[config.mk]
export PLATFORM = sky130hd
export DESIGN_NAME = crypto_job_scheduler
export DESIGN_NICKNAME = d
export VERILOG_FILES = /design/src/rtl/crypto_job_scheduler.sv
export SDC_FILE = /design/constraint.sdc
export NUM_CORES = 1
export LEC_CHECK = 0
export CAP_MARGIN = 20
export CORE_MARGIN = 2
export CORE_UTILIZATION = 50
export CTS_BUF_LIST = sky130_fd_sc_hd__clkbuf_4 sky130_fd_sc_hd__clkbuf_8
export CTS_CLUSTER_DIAMETER = 30
export DETAILED_ROUTE_END_ITERATION = 8
export PLACE_DENSITY = 0.85
export SKIP_CTS_REPAIR_TIMING = 1
export SLEW_MARGIN = 10
export SYNTH_ARGS = -nofsm -noshare
export SYNTH_HDL_FRONTEND = slang
export SYNTH_SLANG_ARGS = --single-unit
[constraint.sdc]
create_clock -name HCLK -period 6.3 [get_ports HCLK]
set_input_delay 1.26 -clock HCLK [delete_from_list [all_inputs] [get_ports HCLK]]
set_output_delay 1.26 -clock HCLK [all_outputs]
set_load 0.02 [all_outputs]
[src/rtl/crypto_job_scheduler.sv]
// crypto_job_scheduler
//   Shares one crypto engine between NREQ requesters, one job at a time.
//   Round-robin arbitration picks the next owner; the FSM pulses START, watches
//   BUSY/COMPLETE and the engine error flags, enforces start/run/drain timeouts,
//   pulses PURGE on failure or abort, and reports a result code to the owner.
//
// Ports
//   HCLK, HRESETN   clock, asynchronous active-low reset
//   req             level job request per requester
//   abort           abort request; only the owner's bit counts, only in RUN
//   stall_req       per-requester stall, forwarded to STALL for the owner
//   gnt, owner      one-hot grant and its index, held from START through REPORT
//   done, status    one-cycle completion pulse to the owner, result code
//   fatal           sticky drain-timeout flag, cleared by fatal_clr
//   START, PURGE    one-cycle pulses to the engine
//   STALL           stall_req of the owner while granted
//   BUSY, COMPLETE, ALARM, BUS_ERROR   engine status inputs
//
// Result codes: 0 ok, 1 start timeout, 2 alarm, 3 bus error, 4 run timeout,
//   5 abort, 6 drain timeout.

module crypto_job_scheduler #(
    parameter int unsigned NREQ     = 2,
    parameter int unsigned START_TO = 16,
    parameter int unsigned RUN_TO   = 65535,
    parameter int unsigned DRAIN_TO = 256
) (
    input  logic            HCLK,
    input  logic            HRESETN,
    input  logic [NREQ-1:0] req,
    input  logic [NREQ-1:0] abort,
    input  logic [NREQ-1:0] stall_req,
    output logic [NREQ-1:0] gnt,
    output logic [2:0]      owner,
    output logic [NREQ-1:0] done,
    output logic [2:0]      status,
    output logic            fatal,
    input  logic            fatal_clr,
    output logic            START,
    output logic            PURGE,
    output logic            STALL,
    input  logic            BUSY,
    input  logic            COMPLETE,
    input  logic            ALARM,
    input  logic            BUS_ERROR
);

    localparam int unsigned MAX_SR = (START_TO > RUN_TO) ? START_TO : RUN_TO;
    localparam int unsigned MAX_TO = (MAX_SR > DRAIN_TO) ? MAX_SR : DRAIN_TO;
    localparam int unsigned CW     = $clog2(MAX_TO) + 1;

    localparam logic [CW-1:0]   START_LIM = CW'(START_TO - 1);
    localparam logic [CW-1:0]   RUN_LIM   = CW'(RUN_TO - 1);
    localparam logic [CW-1:0]   DRAIN_LIM = CW'(DRAIN_TO - 1);
    localparam logic [NREQ-1:0] ONE       = NREQ'(1);

    localparam logic [2:0] CODE_OK       = 3'd0;
    localparam logic [2:0] CODE_START_TO = 3'd1;
    localparam logic [2:0] CODE_ALARM    = 3'd2;
    localparam logic [2:0] CODE_BUS_ERR  = 3'd3;
    localparam logic [2:0] CODE_RUN_TO   = 3'd4;
    localparam logic [2:0] CODE_ABORT    = 3'd5;
    localparam logic [2:0] CODE_DRAIN_TO = 3'd6;

    typedef enum logic [2:0] {
        StIdle,
        StStart,
        StWaitBusy,
        StRun,
        StPurge,
        StDrain,
        StReport
    } state_e;

    state_e          state;
    logic [2:0]      rr;
    logic [2:0]      code;
    logic [CW-1:0]   cnt;
    logic [CW-1:0]   cnt_inc;
    logic [2:0]      rr_next;
    logic [NREQ-1:0] req_hi;
    logic            pick_valid;
    logic [2:0]      pick_idx;
    logic            owner_abort;

    // Saturating cycle counter shared by all timed states.
    assign cnt_inc = (cnt == '1) ? cnt : cnt + 1'b1;

    assign rr_next = (owner == 3'(NREQ - 1)) ? 3'd0 : owner + 3'd1;

    // gnt is one-hot, so masking with it selects the owner's bit.
    assign owner_abort = |(abort & gnt);
    assign STALL       = |(stall_req & gnt);

    // Requests at or above the round-robin pointer.
    assign req_hi = req & ~((ONE << rr) - ONE);

    // Lowest set bit of req_hi if any, otherwise lowest set bit of req
    // (i.e. first request at/after rr, wrapping).
    always_comb begin
        pick_valid = |req;
        pick_idx   = 3'd0;
        for (int i = NREQ - 1; i >= 0; i--) begin
            if (req[i]) begin
                pick_idx = 3'(i);
            end
        end
        for (int i = NREQ - 1; i >= 0; i--) begin
            if (req_hi[i]) begin
                pick_idx = 3'(i);
            end
        end
    end

    always_ff @(posedge HCLK or negedge HRESETN) begin
        if (!HRESETN) begin
            state  <= StIdle;
            gnt    <= '0;
            owner  <= '0;
            done   <= '0;
            status <= '0;
            fatal  <= 1'b0;
            START  <= 1'b0;
            PURGE  <= 1'b0;
            rr     <= '0;
            cnt    <= '0;
            code   <= '0;
        end else begin
            START <= 1'b0;
            PURGE <= 1'b0;
            done  <= '0;
            // A drain timeout later in this block overrides the clear.
            if (fatal_clr) begin
                fatal <= 1'b0;
            end

            unique case (state)
                StIdle: begin
                    if (pick_valid && !BUSY && !fatal) begin
                        gnt   <= ONE << pick_idx;
                        owner <= pick_idx;
                        START <= 1'b1;
                        state <= StStart;
                    end
                end

                StStart: begin
                    cnt   <= '0;
                    state <= StWaitBusy;
                end

                StWaitBusy: begin
                    if (COMPLETE) begin
                        done   <= gnt;
                        status <= CODE_OK;
                        state  <= StReport;
                    end else if (BUSY) begin
                        cnt   <= '0;
                        state <= StRun;
                    end else if (cnt == START_LIM) begin
                        code  <= CODE_START_TO;
                        PURGE <= 1'b1;
                        state <= StPurge;
                    end else begin
                        cnt <= cnt_inc;
                    end
                end

                StRun: begin
                    if (BUS_ERROR) begin
                        code  <= CODE_BUS_ERR;
                        PURGE <= 1'b1;
                        state <= StPurge;
                    end else if (ALARM) begin
                        code  <= CODE_ALARM;
                        PURGE <= 1'b1;
                        state <= StPurge;
                    end else if (COMPLETE) begin
                        done   <= gnt;
                        status <= CODE_OK;
                        state  <= StReport;
                    end else if (cnt == RUN_LIM) begin
                        code  <= CODE_RUN_TO;
                        PURGE <= 1'b1;
                        state <= StPurge;
                    end else if (owner_abort) begin
                        code  <= CODE_ABORT;
                        PURGE <= 1'b1;
                        state <= StPurge;
                    end else begin
                        cnt <= cnt_inc;
                    end
                end

                StPurge: begin
                    cnt   <= '0;
                    state <= StDrain;
                end

                StDrain: begin
                    if (!BUSY) begin
                        done   <= gnt;
                        status <= code;
                        state  <= StReport;
                    end else if (cnt == DRAIN_LIM) begin
                        fatal  <= 1'b1;
                        done   <= gnt;
                        status <= CODE_DRAIN_TO;
                        state  <= StReport;
                    end else begin
                        cnt <= cnt_inc;
                    end
                end

                StReport: begin
                    gnt   <= '0;
                    owner <= '0;
                    rr    <= rr_next;
                    state <= StIdle;
                end

                default: begin
                    state <= StIdle;
                end
            endcase
        end
    end

endmodule

==> results by group <==
Worst setup path
  • Crit path max fanout: 1
  • Startpoint Class: input pin
  • R2R Setup Slk: 3760 ps
  • Data arrival, critical path: 2450 ps
  • Crit Path Category: in -> out
  • Critical path required time: 5040 ps
  • Critical path endpoint category: output pin

Run status
  • Outcome: finished clean

Logic synthesis
  • Synth warn: 0
  • Yosys top cell area share: 41.7%
  • Synth Area per Inst: 8.54 sq um
  • Post-synth ARST share: 100%
  • Largest family of logic cells by synthesized area: simple AND/OR/NAND/NOR gates
  • Sequential share of the synthesized area: 41.7%
  • Area leader, netlist: dfrtp_1
  • Synth Cell Area: 2040 sq um
  • Post-synth top flop: dfrtp_1
  • Top cells by instance count after synthesis: 34 x dfrtp_1, 24 x nor2_1, 23 x o21ai_0, 20 x nand3_1, 17 x nand2_1
  • Top post-synthesis cells by area: dfrtp_1 42%, o21ai_0 5.6%, nand3_1 4.9%
  • Post-synthesis instance total: ~240
  • Number of synthesized register bits: 34
  • Yosys cell types: between 40 and 50
  • Synth Area in Adders: between 1 and 1.5%
  • Synth Area in XOR/XNOR: 0%
  • Synth Area in Compound Gates: 21.7%
  • Post-synthesis mux area share: less than 1%
  • Number of synthesized flops with an enable pin: 0
  • Most numerous cell in the Yosys netlist: dfrtp_1
  • Synth Area in Simple Gates: about 29%

Routing
  • Remaining antenna violation count: 0
  • Drt first pass iters: 4
  • Total Routed Length: 4680 um
  • DR WL/cell: 15.3 um
  • Vias: around 1.9k
  • DRT iter0 DRCs: 182
  • Mean number of vias per cell: between 6 and 7
  • DR DRC count: 0

GRT
  • Initial antenna violation count: 0
  • Overall routing resource usage: roughly 23%
  • First-pass GRT wire length: 7840 um
  • Vias in the first global route: roughly 1.7k
  • Grt total ovfl: 0
  • Largest net degree at the start of global routing: 35

Cells and area
  • Register area: 851 sq um
  • Final net count: 270
  • Post-route cell area: 2330 sq um
  • Area Growth Syn to Fin: 14.4%
  • Fillers: 367
  • N_diodes: 0
  • Layout cells sized above 1: 5.49%
  • Area of the multi-input gates: roughly 1100 sq um

Clocking
  • Clock sink count: 34
  • CTS root buf: clkbuf_8
  • TritonCTS clock tree: done
  • Clock Path Buffers: 2
  • Worst skew pair latency: 290 ps
  • H-tree levels: 2
  • CTS clock-pin slew for the worst setup and hold paths: 70 ps
  • Cts bufs inserted: 5

Place
  • DP Wirelength: 3250 um
  • Port bufs: 24
  • Placement Cell Area: 2260 sq um
  • Dpl ws: 2580 ps
  • Gpl congestion: 0.959

STA
  • Final slew viol count: 0
  • Final WS setup: 2590 ps
  • Final Hold Viols: 0
  • Final setup vio count: 0
  • Fmax: approximately 0.27 GHz
  • Final Critical Period: 3710 ps
  • RSZ-0062 raised after global routing: no
  • Final Skew: 4.63 ps
  • Setup TNS: 0 ps
  • Min Hold Slack: 489 ps
  • Fin crit share: 58.9%
  • Worst slew pin tran: 752 ps
  • Max transition margin: 49.3%

Die
  • DIE WIDTH: 67.9 um
  • Total core area: around 4000 sq um
  • Initial Util: 51.4%
  • Die area: between 4000 and 5000 sq um
  • Rows: 23
  • I/O pin count: 27
  • Die Y: 67.9 um

Power
  • Power Density: 364 nW/um^2
  • Leakage: approximately 0.00094 uW
  • VDD IR max: about 0.17 mV

Min path
  • Worst Hold Class: reg -> reg

Flow run
  • MaxCap Viol Count: 0
critical path, cell delays in order:
cell and delay [ps]:
clkdlybuf4s50_1 460, a22o_1 130, clkdlybuf4s50_1 590
where the power goes:
group          leakage [uW]  internal [uW]  total [uW]  switching, uW
Sequential         0.000449            266         325           58.7
Combinational      0.000447            146         373            228
Clock             0.0000438           74.1         151           77.3
routing by layer:
metal / up-vias / part of all wire (%) / routed length, um / global-route usage (%)
li1: 922 / - / - / -
met1: 905 / 45 / 2090 / 29.4
met2: 50 / 49 / 2300 / 37.1
met3: 5 / 5.0 / 232 / 5.26
met4: 0 / 1.2 / 58 / 7.25
met5: - / 0 / 0 / 0
worst paths after layout:
path	cells past startpoint	startpoint	endpoint
worst max-delay path	3	stall_req[0]	STALL
worst min-delay path	2	code[1]	code[1]
worst max register to register	7	cnt[0]	cnt[14]
worst min register to register	2	code[1]	code[1]
max in group asynchronous	2	HRESETN	cnt[5]
min in group asynchronous	2	HRESETN	done[0]
layout by cell type (no fill, tap or decap), types with 3 or more instances in the layout:
| master | netlist | final |
|---|---|---|
| dfrtp_1 | 34 | 34 |
| nor2_1 | 24 | 24 |
| clkdlybuf4s50_1 | 0 | 24 |
| o21ai_0 | 23 | 23 |
| nand3_1 | 20 | 20 |
| nand2_1 | 17 | 17 |
| a21oi_1 | 12 | 12 |
| o31ai_1 | 10 | 10 |
| nand4_1 | 8 | 8 |
| nor2b_1 | 6 | 6 |
| nor3_1 | 6 | 6 |
| inv_1 | 5 | 5 |
| a31oi_1 | 5 | 5 |
| clkbuf_8 | 0 | 5 |
| nand2b_1 | 4 | 4 |
| nor4_1 | 3 | 3 |
| and3_1 | 3 | 3 |
| a32o_1 | 3 | 3 |
| o41ai_1 | 3 | 3 |
| or4_1 | 3 | 3 |
kinds of logic after synthesis:
group,Yosys count
AND/OR/NAND/NOR,109
buffers and inverters,23
flip-flops,34
adder cells (fa/ha/maj),2
other,1
AO/OA/AOI/OAI,69
multiplexers,1
state kept, by name (all words and copies together) (netlist names):
register	flops
PURGE	1
START	1
cnt	17
code	3
done	2
fatal	1
gnt	1
owner	1
rr	1
state	3
status	3
area by class of cell:
type,count,share of cell area (%)
clock buffer,5,2.95
clock inverter,2,0.429
inverter,6,0.965
tap,50,2.68
multi-input combinational,183,45.9
timing repair buffer,25,10.6
sequential,34,36.4
metrics by stage:
| step | cells | util (%) | power, uW |
|---|---|---|---|
| 2_1_floorplan | 240 | - | 588 |
| 3_3_place_gp | 298 | 56.8 | 694 |
| 3_5_place_dp | 298 | 56.8 | 698 |
| 4_1_cts | 305 | 58.8 | 854 |
| 5_1_grt | 305 | 58.8 | 915 |
| 6_report | 305 | 58.8 | 849 |
No activity file was read; power rests on OpenSTA's default activity.
